$ cat config.mk
export PLATFORM = sky130hd
export DESIGN_NAME = paicore_xfer_ctrl
export DESIGN_NICKNAME = d
export VERILOG_FILES = /design/src/rtl/paicore_xfer_ctrl.sv
export SDC_FILE = /design/constraint.sdc
export NUM_CORES = 1
export LEC_CHECK = 0
export BUFFER_PORTS_ARGS = -buffer_cell sky130_fd_sc_hd__buf_4
export CORE_MARGIN = 2
export CORE_UTILIZATION = 35
export DETAILED_ROUTE_END_ITERATION = 10
export PLACE_DENSITY = 0.59
export SLEW_MARGIN = 10
export SYNTH_ARGS = -nofsm -noshare
export SYNTH_HDL_FRONTEND = slang
export SYNTH_SLANG_ARGS = --single-unit
$ cat constraint.sdc
create_clock -name clk -period 5.95 [get_ports clk]
set_input_delay 1.19 -clock clk [delete_from_list [all_inputs] [get_ports clk]]
set_output_delay 1.19 -clock clk [all_outputs]
set_load 0.02 [all_outputs]
$ cat src/rtl/paicore_xfer_ctrl.sv
// -----------------------------------------------------------------------------
// paicore_xfer_ctrl
//
// Transaction sequencer for the PAICORE send/receive loopback datapath.
// Latches one transfer request, drives the datapath enables and configuration,
// tracks the TX and RX completions, measures the duration of each phase and
// recovers the datapath with a bounded reset pulse after an abort.
//
// Optional feature macro: PAICORE_XFER_TIMEOUT_EN
//   defined   -> per-phase timeout (cfg_timeout, 0 disables) drives the FSM
//                into RECOVER with status 01 (TX) or 10 (RX).
//   undefined -> no timeout logic; cfg_timeout is ignored and only abort can
//                reach RECOVER.
// -----------------------------------------------------------------------------
module paicore_xfer_ctrl #(
    parameter int TIMEOUT_W  = 32,
    parameter int RST_CYCLES = 4
) (
    input  logic                 clk,
    input  logic                 rst,
    input  logic                 start,
    input  logic                 abort,
    input  logic [31:0]          cfg_send_len,
    input  logic [31:0]          cfg_frame_num,
    input  logic [TIMEOUT_W-1:0] cfg_timeout,
    output logic                 busy,
    output logic                 done,
    output logic [1:0]           status,
    output logic [TIMEOUT_W-1:0] tx_cycles,
    output logic [TIMEOUT_W-1:0] rx_cycles,
    output logic                 dp_fork_enable,
    output logic [31:0]          dp_send_len,
    output logic [31:0]          dp_frame_num_max,
    output logic                 dp_rx_rcving,
    output logic                 dp_rst,
    input  logic                 dp_tx_done,
    input  logic                 dp_rx_done
);

    // Width of the recovery pulse counter; at least one bit even for RST_CYCLES=1.
    localparam int RST_CNT_W = (RST_CYCLES > 1) ? $clog2(RST_CYCLES) : 1;
    localparam logic [RST_CNT_W-1:0] RST_CNT_LAST = RST_CNT_W'(RST_CYCLES - 1);

    localparam logic [1:0] ST_OK     = 2'b00;
    localparam logic [1:0] ST_TX_TMO = 2'b01;
    localparam logic [1:0] ST_RX_TMO = 2'b10;
    localparam logic [1:0] ST_ABORT  = 2'b11;

    typedef enum logic [2:0] {
        S_IDLE    = 3'd0,
        S_TX      = 3'd1,
        S_RX      = 3'd2,
        S_FIN     = 3'd3,
        S_RECOVER = 3'd4
    } state_t;

    state_t                 state_reg;
    logic                   rx_seen_reg;
    logic [31:0]            send_len_reg;
    logic [31:0]            frame_num_reg;
    logic [TIMEOUT_W-1:0]   tx_cycles_reg;
    logic [TIMEOUT_W-1:0]   rx_cycles_reg;
    logic [1:0]             status_reg;
    logic [RST_CNT_W-1:0]   rst_cnt_reg;
    logic                   busy_reg;
    logic                   done_reg;
    logic                   fork_reg;
    logic                   rcving_reg;
    logic                   dp_rst_reg;

    // Phase counts including the current cycle, saturating at all-ones.
    logic [TIMEOUT_W-1:0]   tx_cycles_next;
    logic [TIMEOUT_W-1:0]   rx_cycles_next;
    logic                   tx_timeout;
    logic                   rx_timeout;

    // Saturating increment of both phase counters.
    always_comb begin
        tx_cycles_next = (&tx_cycles_reg) ? tx_cycles_reg : tx_cycles_reg + TIMEOUT_W'(1);
        rx_cycles_next = (&rx_cycles_reg) ? rx_cycles_reg : rx_cycles_reg + TIMEOUT_W'(1);
    end

`ifdef PAICORE_XFER_TIMEOUT_EN
    logic [TIMEOUT_W-1:0]   timeout_reg;

    // A phase expires in the cycle whose count reaches the latched limit.
    always_comb begin
        tx_timeout = (timeout_reg != '0) && (tx_cycles_next == timeout_reg);
        rx_timeout = (timeout_reg != '0) && (rx_cycles_next == timeout_reg);
    end
`else
    logic                   cfg_timeout_unused;

    // Timeouts compiled out; cfg_timeout is deliberately left unconnected.
    always_comb begin
        tx_timeout         = 1'b0;
        rx_timeout         = 1'b0;
        cfg_timeout_unused = ^cfg_timeout;
    end
`endif

    // Transfer sequencer: state, latched configuration, counters and outputs.
    always_ff @(posedge clk) begin
        if (rst) begin
            state_reg     <= S_IDLE;
            rx_seen_reg   <= 1'b0;
            send_len_reg  <= '0;
            frame_num_reg <= '0;
            tx_cycles_reg <= '0;
            rx_cycles_reg <= '0;
            status_reg    <= ST_OK;
            rst_cnt_reg   <= '0;
            busy_reg      <= 1'b0;
            done_reg      <= 1'b0;
            fork_reg      <= 1'b0;
            rcving_reg    <= 1'b0;
            dp_rst_reg    <= 1'b0;
`ifdef PAICORE_XFER_TIMEOUT_EN
            timeout_reg   <= '0;
`endif
        end else begin
            done_reg <= 1'b0;
            case (state_reg)
                S_IDLE: begin
                    if (start) begin
                        send_len_reg  <= cfg_send_len;
                        frame_num_reg <= cfg_frame_num;
`ifdef PAICORE_XFER_TIMEOUT_EN
                        timeout_reg   <= cfg_timeout;
`endif
                        tx_cycles_reg <= '0;
                        rx_cycles_reg <= '0;
                        status_reg    <= ST_OK;
                        rx_seen_reg   <= 1'b0;
                        busy_reg      <= 1'b1;
                        if (cfg_send_len == 32'd0) begin
                            // Nothing to send: complete without touching the datapath.
                            state_reg <= S_FIN;
                            done_reg  <= 1'b1;
                        end else begin
                            state_reg  <= S_TX;
                            fork_reg   <= 1'b1;
                            rcving_reg <= 1'b1;
                        end
                    end
                end

                S_TX: begin
                    tx_cycles_reg <= tx_cycles_next;
                    if (dp_rx_done) begin
                        rx_seen_reg <= 1'b1;
                    end
                    if (dp_tx_done) begin
                        // Completion beats abort and timeout in the same cycle.
                        if (rx_seen_reg || dp_rx_done) begin
                            state_reg  <= S_FIN;
                            done_reg   <= 1'b1;
                            fork_reg   <= 1'b0;
                            rcving_reg <= 1'b0;
                        end else begin
                            state_reg <= S_RX;
                        end
                    end else if (abort || tx_timeout) begin
                        state_reg   <= S_RECOVER;
                        status_reg  <= abort ? ST_ABORT : ST_TX_TMO;
                        fork_reg    <= 1'b0;
                        rcving_reg  <= 1'b0;
                        dp_rst_reg  <= 1'b1;
                        rst_cnt_reg <= '0;
                    end
                end

                S_RX: begin
                    rx_cycles_reg <= rx_cycles_next;
                    if (dp_rx_done) begin
                        state_reg  <= S_FIN;
                        done_reg   <= 1'b1;
                        fork_reg   <= 1'b0;
                        rcving_reg <= 1'b0;
                    end else if (abort || rx_timeout) begin
                        state_reg   <= S_RECOVER;
                        status_reg  <= abort ? ST_ABORT : ST_RX_TMO;
                        fork_reg    <= 1'b0;
                        rcving_reg  <= 1'b0;
                        dp_rst_reg  <= 1'b1;
                        rst_cnt_reg <= '0;
                    end
                end

                S_FIN: begin
                    state_reg <= S_IDLE;
                    busy_reg  <= 1'b0;
                end

                S_RECOVER: begin
                    // Hold the datapath in reset, then report through FIN.
                    if (rst_cnt_reg == RST_CNT_LAST) begin
                        state_reg  <= S_FIN;
                        dp_rst_reg <= 1'b0;
                        done_reg   <= 1'b1;
                    end else begin
                        rst_cnt_reg <= rst_cnt_reg + RST_CNT_W'(1);
                    end
                end

                default: begin
                    state_reg  <= S_IDLE;
                    busy_reg   <= 1'b0;
                    fork_reg   <= 1'b0;
                    rcving_reg <= 1'b0;
                    dp_rst_reg <= 1'b0;
                end
            endcase
        end
    end

    assign busy             = busy_reg;
    assign done             = done_reg;
    assign status           = status_reg;
    assign tx_cycles        = tx_cycles_reg;
    assign rx_cycles        = rx_cycles_reg;
    assign dp_fork_enable   = fork_reg;
    assign dp_send_len      = send_len_reg;
    assign dp_frame_num_max = frame_num_reg;
    assign dp_rx_rcving     = rcving_reg;
    assign dp_rst           = dp_rst_reg;

endmodule

==> metrics.csv <==
stage,metric,value,unit
outcome,status,"complete, no violations",
timing,finalCriticalPeriod,3.22,ns
critical_path,cp_max_fo,28,
timing,hold_viol,0,
cells_and_area,fill_cells,1784,
critical_path,arrival,3.58,ns
grt,antenna_found_initial,0,
timing,clock_skew,0.0128,ns
pwr,power.leakage,3.48,nW
floorplan,dieArea,19100,sq um
critical_path,criticalPathCategory,primary input to flop,
cells_and_area,antenna_cells,0,
critical_path,critPathRequiredTime,6.31,ns
logic_synthesis,synth_top_area_share,44.6,%
detailed_routing,vias,6538,
grt,use_met3,3.71,%
cells_and_area,final_nets,1107,
grt,grt_pass1_wl,31.0,mm
pwr,ir_drop,0.212,mV
detailed_routing,ant_nets,0,
floorplan,coreArea,17800,sq um
cells_and_area,post-route-util,48.1,%
critical_path,crit_chain,"buf_4, nand2b_1, nor3_1, nand3_1, or3_1, nand3_1",
timing,worst_slew_pin_slew,1.09,ns
flow_run,max_cap_viol_count,0,
logic_synthesis,synth-warning-count,0,
logic_synthesis,yosys-top-cells-area,"dfxtp_1 (45%), nand2_1 (11%), a21oi_1 (8.5%)",
worst_hold_path,hp-class,flop to flop,
place,io_buffers,204,
clock_tree,cts_sinks,140,
floorplan,die_x,138,um
clock_tree,ctsHoldBuffers,0,
logic_synthesis,synth.net_count,928,
place,hpwl,12.8,mm
cells_and_area,syn2layout_area_growth,36.0,%
floorplan,io_pins,237,
grt,top_usage_layer,met2,
logic_synthesis,synth_cells,823,
floorplan,rows,49,
clock_tree,clockBufferDepth,2,
clock_tree,cts-resized-gates,0,
logic_synthesis,ys_seq_area_share,44.6,%
grt,grt_use_met2,31.2,%
timing,max_slew_margin,26.5,%
clock_tree,tritoncts,built,
detailed_routing,vias_per_cell,5.26,
cells_and_area,drive_above_1_share,24.6,%
grt,grt_overflow,0,
place,gp_congestion,0.831,
critical_path,path_common_cell,nand3_1,
logic_synthesis,yosysTopAreaCell,dfxtp_1,
timing,final-setup-viol-count,0,
logic_synthesis,synth_area,6290,sq um
critical_path,start_kind,primary input,
pwr,power_density,326,nW/um^2
detailed_routing,drc,0,
critical_path,cp-end-kind,flop,
logic_synthesis,avgSynthCellArea,7.64,sq um
grt,met1_usage,26.5,%
clock_tree,clk_latency,0.42,ns
grt,grt_pass1_vias,5884,
timing,period_share,54.2,%
grt,grt_use_total,19.6,%
floorplan,initial_core_util,35.4,%
detailed_routing,first_pass_iters,5,
detailed_routing,drt-initial-drc-count,459,
grt,grt_max_degree,70,
clock_tree,cts_htree_levels,4,
detailed_routing,drt_wl_total,19.0,mm
logic_synthesis,synth-seq-cells,140,
clock_tree,path_clk_slew,0.06,ns
logic_synthesis,synth_cell_types,48,
timing,fmax,310,MHz
critical_path,cpPeakStageDelay,0.86,ns
clock_tree,cts_setup_buffers,0,
timing,drv_slew,0,
timing,tns,0,ns
detailed_routing,wl_per_cell,15.3,um
clock_tree,cts-root-buf,clkbuf_16,
timing,rsz0062_at_grt,no,
clock_tree,cts_buffers,17,
floorplan,die_y,138,um
critical_path,slowest_stage,nor3_1,
[Yosys cell counts (all sizes together)]
library cell and instances:
dfxtp 140, nor2 51, nand4b 1, a2bb2oi 1
nor3b 1, and4 14, a22o 2, inv 6
nor3 16, a31oi 19, a41oi 3, mux2i 4
xnor2 2, o2111ai 1, nand3b 3, a21o 5
o21a 2, or3 6, buf 17, a211oi 1
or4 7, a22oi 2, o21ai 79, a21oi 109
and2 10, and3 13, nor4 11, xor2 1
or2 1, a211o 1, nand2 177, nand3 32
ha 3, o31ai 14, clkbuf 32, nand4 24
nand2b 5, nor2b 4, o41ai 3
[area by class of cell]
cell class | instances | area, sq um | area share (%)
Inverter | 6 | 22.5 | 0.263
Sequential cell | 140 | 2800 | 32.8
Clock inverter | 13 | 190 | 2.22
Timing Repair Buffer | 209 | 1570 | 18.3
Clock buffer | 18 | 429 | 5.02
Multi-Input combinational cell | 628 | 3260 | 38.1
Tap cell | 229 | 287 | 3.35
[cells in the final DEF, fill, tap and decap left out, types with 4 or more instances in the layout]
master	count
nand3_1	31
dfxtp_1	140
bufinv_16	4
nand4_1	23
and4_1	14
a21o_1	5
a31oi_1	19
inv_1	6
nor2b_1	4
a21oi_1	107
and3_1	13
nor2_1	51
nand2b_1	5
mux2i_1	4
nor4_1	10
o31ai_1	14
or4_1	5
buf_4	209
nor3_1	16
o21ai_1	36
and2_1	9
nand2_1	176
o21ai_0	43
or3_1	6
clkbuf_16	17
[layer usage]
layer	vias up	wire (um)
met1	3047	8930
met4	0	363
li1	3314	-
met5	-	0
met2	154	8890
met3	23	822
[metrics by stage]
step / area [sq um] / hold WS (ns) / instances / total power, mW / setup slack, ns
6_report: 8560 / 0.454 / 1243 / 2.79 / 2.73
2_1_floorplan: 6290 / 0.440 / 823 / 1.45 / 3.15
4_1_cts: 8560 / 0.456 / 1243 / 2.82 / 2.75
3_3_place_gp: 7940 / 0.443 / 1212 / 1.68 / 2.35
5_1_grt: 8560 / 0.473 / 1243 / 2.92 / 2.55
3_5_place_dp: 7940 / 0.448 / 1212 / 1.68 / 2.31
[logic make-up (layout without fill, tap and decap cells)]
family | Yosys count | after routing | share of synthesized area, %
buf+inv | 55 | 246 | 3.72
simple gates | 376 | 376 | 28.6
xor+xnor | 3 | 3 | 0.418
flops | 140 | 140 | 44.6
fa+ha+maj | 3 | 3 | 0.597
mux | 4 | 4 | 0.637
compound gates | 242 | 242 | 21.5
[final timing paths]
kind                  startpoint             endpoint  slack (ns)  cells after the start
max                          rst        tx_cycles[23]        2.73                      6
min          dp_frame_num_max[3]  dp_frame_num_max[3]        0.45                      2
max reg2reg         tx_cycles[0]         tx_cycles[7]        2.87                      7
min reg2reg  dp_frame_num_max[3]  dp_frame_num_max[3]        0.45                      2
[where the power goes]
| part | total (mW) | leakage [nW] | internal (mW) | switching, mW |
|---|---|---|---|---|
| clock network | 1.13 | 0.301 | 0.704 | 0.429 |
| registers | 1.07 | 1.14 | 1.01 | 0.0574 |
| logic | 0.588 | 2.04 | 0.214 | 0.374 |
| total | 2.79 | 3.48 | 1.93 | 0.860 |
[worst max-delay path, delay by kind of cell]
| kind | cells | cell delay [ns] |
|---|---|---|
| AND/OR/NAND/NOR | 5 | 2.16 |
| buffers and inverters | 1 | 0.21 |
Note: power is estimated with default switching activity, not from simulation.
